==> src/rtl/mux8_rr_scheduler_pkg.sv <==
// Shared definitions for the mux8 round-robin scheduler: sizes, FSM encodings
// and a small one-hot helper.
package mux8_rr_scheduler_pkg;

  localparam int unsigned NumReq = 8;
  localparam int unsigned SelW   = 3;

  // FSM encodings kept as plain constants for compatibility with older users
  localparam logic [1:0] IDLE = 2'd0;
  localparam logic [1:0] OWN  = 2'd1;
  localparam logic [1:0] GAP  = 2'd2;

  // One-hot grant vector for a requester index
  function automatic logic [NumReq-1:0] onehot8(input logic [SelW-1:0] idx);
    logic [NumReq-1:0] v;
    v = '0;
    v[idx] = 1'b1;
    return v;
  endfunction

endpackage

==> src/rtl/rr_pick8.sv <==
// Combinational round-robin picker: first set request at or after ptr (mod 8).
// Rotates so ptr sits at bit 0, priority-encodes the lowest set bit, then
// adds ptr back to recover the absolute index.
module rr_pick8
  import mux8_rr_scheduler_pkg::*;
(
  input  logic [NumReq-1:0] req,
  input  logic [SelW-1:0]   ptr,
  output logic              found,
  output logic [SelW-1:0]   idx
);

  logic [NumReq-1:0] rot;
  logic [SelW-1:0]   off;

  // Rotate right by ptr so the highest-priority requester lands on bit 0
  always_comb begin
    rot = '0;
    for (int i = 0; i < NumReq; i++) begin
      rot[i] = req[SelW'(ptr + SelW'(i))];
    end
  end

  // Lowest set bit of the rotated vector wins
  always_comb begin
    off = '0;
    for (int i = NumReq - 1; i >= 0; i--) begin
      if (rot[i]) off = SelW'(i);
    end
  end

  // Un-rotate; 3-bit add wraps mod 8
  always_comb begin
    found = |req;
    idx   = ptr + off;
  end

endmodule

==> src/rtl/mux8_rr_scheduler.sv <==
// Round-robin owner scheduler for the 8-to-1 structural mux. Grants one
// requester at a time, drives the mux selects with the owner's index and
// inserts a one-cycle no-grant gap between consecutive owners.
module mux8_rr_scheduler
  import mux8_rr_scheduler_pkg::*;
#(
  parameter int unsigned MAX_HOLD = 15,
  parameter int unsigned CNT_W    = 4
) (
  input  logic              clk,
  input  logic              rst_n,
  input  logic              enable,
  input  logic [NumReq-1:0] req,
  input  logic              release_i,
  output logic [NumReq-1:0] gnt,
  output logic              S0,
  output logic              S1,
  output logic              S2,
  output logic              mux_valid,
  output logic              timeout_pulse
);

  localparam logic [CNT_W-1:0] HoldLast = CNT_W'(MAX_HOLD - 1);

  logic [1:0]        state_q, state_d;
  logic [SelW-1:0]   ptr_q, ptr_d;
  logic [CNT_W-1:0]  cnt_q, cnt_d;
  logic [NumReq-1:0] gnt_q, gnt_d;
  logic [SelW-1:0]   sel_q, sel_d;
  logic              valid_q, valid_d;
  logic              tpulse_q, tpulse_d;

  logic            pick_found;
  logic [SelW-1:0] pick_idx;

  logic hit_limit;
  logic other_end;

  rr_pick8 u_pick (
    .req   (req),
    .ptr   (ptr_q),
    .found (pick_found),
    .idx   (pick_idx)
  );

  // Release conditions while owning; sel_q holds the owner index in OWN
  always_comb begin
    hit_limit = (cnt_q == HoldLast);
    other_end = release_i | ~req[sel_q] | ~enable;
  end

  // Next-state logic: arbitrate in IDLE/GAP, hold or end the grant in OWN
  always_comb begin
    state_d  = state_q;
    ptr_d    = ptr_q;
    cnt_d    = cnt_q;
    gnt_d    = '0;
    sel_d    = sel_q;
    tpulse_d = 1'b0;
    case (state_q)
      IDLE, GAP: begin
        if (enable && pick_found) begin
          state_d = OWN;
          gnt_d   = onehot8(pick_idx);
          sel_d   = pick_idx;
          cnt_d   = '0;
        end else begin
          state_d = IDLE;
        end
      end
      OWN: begin
        if (other_end || hit_limit) begin
          state_d  = GAP;
          ptr_d    = sel_q + SelW'(1);
          // Only flag a timeout when the count limit was the sole cause
          tpulse_d = hit_limit & ~other_end;
        end else begin
          cnt_d = cnt_q + CNT_W'(1);
          gnt_d = gnt_q;
        end
      end
      default: state_d = IDLE;
    endcase
    valid_d = |gnt_d;
  end

  // State and registered outputs
  always_ff @(posedge clk or negedge rst_n) begin
    if (!rst_n) begin
      state_q  <= IDLE;
      ptr_q    <= '0;
      cnt_q    <= '0;
      gnt_q    <= '0;
      sel_q    <= '0;
      valid_q  <= 1'b0;
      tpulse_q <= 1'b0;
    end else begin
      state_q  <= state_d;
      ptr_q    <= ptr_d;
      cnt_q    <= cnt_d;
      gnt_q    <= gnt_d;
      sel_q    <= sel_d;
      valid_q  <= valid_d;
      tpulse_q <= tpulse_d;
    end
  end

  // Bit-wise select outputs match the mux port list
  always_comb begin
    gnt           = gnt_q;
    S0            = sel_q[0];
    S1            = sel_q[1];
    S2            = sel_q[2];
    mux_valid     = valid_q;
    timeout_pulse = tpulse_q;
  end

endmodule

==> config.mk <==
export PLATFORM = sky130hd
export DESIGN_NAME = mux8_rr_scheduler
export DESIGN_NICKNAME = d
export VERILOG_FILES = /design/src/rtl/mux8_rr_scheduler_pkg.sv /design/src/rtl/rr_pick8.sv /design/src/rtl/mux8_rr_scheduler.sv
export SDC_FILE = /design/constraint.sdc
export NUM_CORES = 1
export LEC_CHECK = 0
export CORE_ASPECT_RATIO = 1.2
export CORE_MARGIN = 3
export CORE_UTILIZATION = 55
export CTS_CLUSTER_SIZE = 40
export DETAILED_ROUTE_END_ITERATION = 16
export GPL_ROUTABILITY_DRIVEN = 1
export GPL_TIMING_DRIVEN = 0
export MAX_ROUTING_LAYER = met4
export PLACE_DENSITY = 0.81
export SETUP_SLACK_MARGIN = 0.2
export SLEW_MARGIN = 20
export SYNTH_ARGS = -nofsm -noshare
export SYNTH_HDL_FRONTEND = slang
export SYNTH_HIERARCHICAL = 1
export SYNTH_SLANG_ARGS = --single-unit
==> constraint.sdc <==
create_clock -name clk -period 8.2 [get_ports clk]
set_input_delay 1.64 -clock clk [delete_from_list [all_inputs] [get_ports clk]]
set_output_delay 1.64 -clock clk [all_outputs]
set_load 0.005 [all_outputs]
==> run metrics <==
status=finished clean; Setup Crit Path Kind=in2reg; Critical path origin=req[4]; Final Max Tran Viols=0; WL/cell=18.0 µm; crit path launch type=input port; DRT Pass-1 Iters=4; core area=0.00289 mm²; CTS Hold Buffers Added=0; Post-Synth XOR/XNOR Area=0.0354; # IOs=25; Post-synth EDFFs=0; Synth top area share=0.318; I/O Buffers=24; Worst Setup End Kind=flip-flop; total DRC errors in the routed layout=0; share of layout cells above drive strength 1=0.157; final instance area=0.00207 mm²; H-tree depth=1; CTS clk-pin slew, worst paths=0.13 ns; post-route setup TNS=0 ns; routability cong.=0.931; most frequent cell after synthesis=dfrtp_1; Initial Util=0.599; RR Endpoint=gnt[1]; fill count=246; vias in the first global route=1572; max frequency=0.201 GHz; sequential cell area fraction in the yosys report=0.318; area share of fa/ha/maj cells after synthesis=0.0550; First DRT Iteration DRCs=69; worst r2r src=ptr_q[0]; synth warn=6; VDD IR max=258 µV; Die Y=67.4 µm; mux cell area share after synthesis=0.208; Die Width=57.2 µm; CP endpoint=gnt[1]; crit share post-route=0.608; Die ar.=0.00386 mm²; Sink Count=22; post-synth top area cell=dfrtp_1; ys async rst share=1.00; area grow syn2layout=19.4%; Global Route Usage Sum=0.229; PD cells=418 mW/mm²; initial antenna violation count=0; Setup Fix Bufs, Post-CTS=0; Post-Route WL=4.05 mm; syn nets=182; vias per inst=6.28; synth unique cells=48; Worst-Margin Slew=0.983 ns; # diodes=0; DPL Wire Length=3.09 mm; synthesized area per cell=10.6 µm²; Final min period=4.98 ns; final hold violation count=0; largest net degree at the start of global routing=23; area used by multi-input combinational logic=0.00108 mm²; final core utilization=0.715; Synth top cells by count=dfrtp_1 (22), mux2i_1 (19), inv_1 (12), nand2_1 (12); Antenna Violating Nets Remaining=0; Synth Flop Type=dfrtp_1; DR vias=1413; cells after synthesis=163; largest family of logic cells by synthesized area=multiplexers; endpoints failing setup=0; first-pass GRT wire length=6.87 mm; Synth Area in Simple Gates=0.153; Clock Skew=0.00303 ns; Max Root-Sink Buffers=2; num rows=21; # resized after CTS=0; grt total ovfl=0; Slew HR=0.342; synth top area cells=dfrtp_1 (32%), mux2i_1 (11%), ha_1 (4.3%); Max Cap Viol=0; Hold Path Class=reg2reg; CP required=8.40 ns; Seq cells post-synth=22; nets=211; static leakage=0.891 nW; WP data arrival=5.19 ns; worst hold slack=0.540 ns; setup ws final=3.22 ns; Root Driver=clkbuf_4; critical-path maximum fanout=6; worst reg-to-reg path cell count=17; Clock Latency Late Sink=0.31 ns; Synth Area in Compound Gates=0.172; RSZ-0062 raised after global routing=no; placed inst area=0.00201 mm²; TritonCTS Buffers=3; DP Worst Slack=2.93 ns; post-synthesis instance area=0.00173 mm²; FF/Latch Area=551 µm²; TritonCTS clock tree=done; flop2flop setup slack=4.03 ns
## metal layers
layer | wire (µm) | share of wire | GRT usage | vias to the layer above
li1 | - | - | - | 668
met4 | 121 | 0.030 | 0.122 | 0
met5 | 0 | 0 | - | -
met2 | 2120 | 0.52 | 0.404 | 55
met3 | 173 | 0.043 | 0.0287 | 12
met1 | 1630 | 0.40 | 0.253 | 678
## report_power, final
| group | leakage [nW] | total (mW) | internal [mW] | switching, mW |
|---|---|---|---|---|
| registers | 0.292 | 0.176 | 0.139 | 0.0366 |
| clock network | 0.0279 | 0.0827 | 0.0494 | 0.0333 |
| logic | 0.572 | 0.604 | 0.279 | 0.325 |
## how the worst min path moves through the flow
stage          endpoint  cells after the start      from
2_1_floorplan  cnt_q[0]                      1  cnt_q[0]
5_1_grt          gnt[4]                      1    gnt[4]
3_5_place_dp     gnt[7]                      1    gnt[7]
3_3_place_gp     gnt[6]                      1    gnt[6]
6_report         gnt[7]                      1    gnt[7]
4_1_cts          gnt[7]                      1    gnt[7]
## worst max-delay path, stage by stage
cell and delay, ns:
clkdlybuf4s50_1 0.52, mux4_2 0.54, o221ai_1 0.33, nor2b_1 0.20
o211ai_1 0.12, a21oi_1 0.19, ha_1 0.16, inv_1 0.05
fa_1 0.37, xnor2_1 0.15, xnor2_1 0.45, nor2_1 0.16
a32o_1 0.31
## layout make-up
type,instances,share of cell area
plain buffers,7,0.0279
clock buffers,3,0.0109
clock inverters,1,0.0145
inverters,12,0.0218
multi-input cells,122,0.522
flip-flops and latches,22,0.267
well taps,34,0.0206
repair buffers,24,0.116
## kinds of logic after synthesis
group | count (synthesis)
compound gates | 33
buf+inv | 19
simple gates | 46
flops | 22
fa+ha+maj | 7
mux | 29
xor+xnor | 7
## through the flow
step | std cells | total power [mW]
detailed placement | 221 | 0.773
finish | 225 | 0.863
floorplan | 163 | 0.621
global placement | 221 | 0.742
CTS | 225 | 0.856
global route | 225 | 0.933
## layout by cell type (no fill, tap or decap), types with 3 or more instances in the layout
master / instances
buf_6: 3
mux2_2: 4
nor3b_1: 3
nand3_1: 3
a21oi_1: 3
o21ai_0: 6
xnor2_1: 3
o221ai_1: 5
nand2_1: 12
clkbuf_4: 3
mux4_2: 3
nand2b_1: 6
ha_1: 6
mux2i_1: 19
xor2_1: 4
clkdlybuf4s50_1: 24
a32o_1: 4
nor2_1: 6
dfrtp_1: 22
inv_1: 12
## registers in the layout, indices dropped and copies added (netlist names)
register,flops
timeout_pulse,1
cnt_q,4
state_q,2
mux_valid,1
sel_q,3
ptr_q,3
gnt,8
No activity file was read; power rests on OpenSTA's default activity.
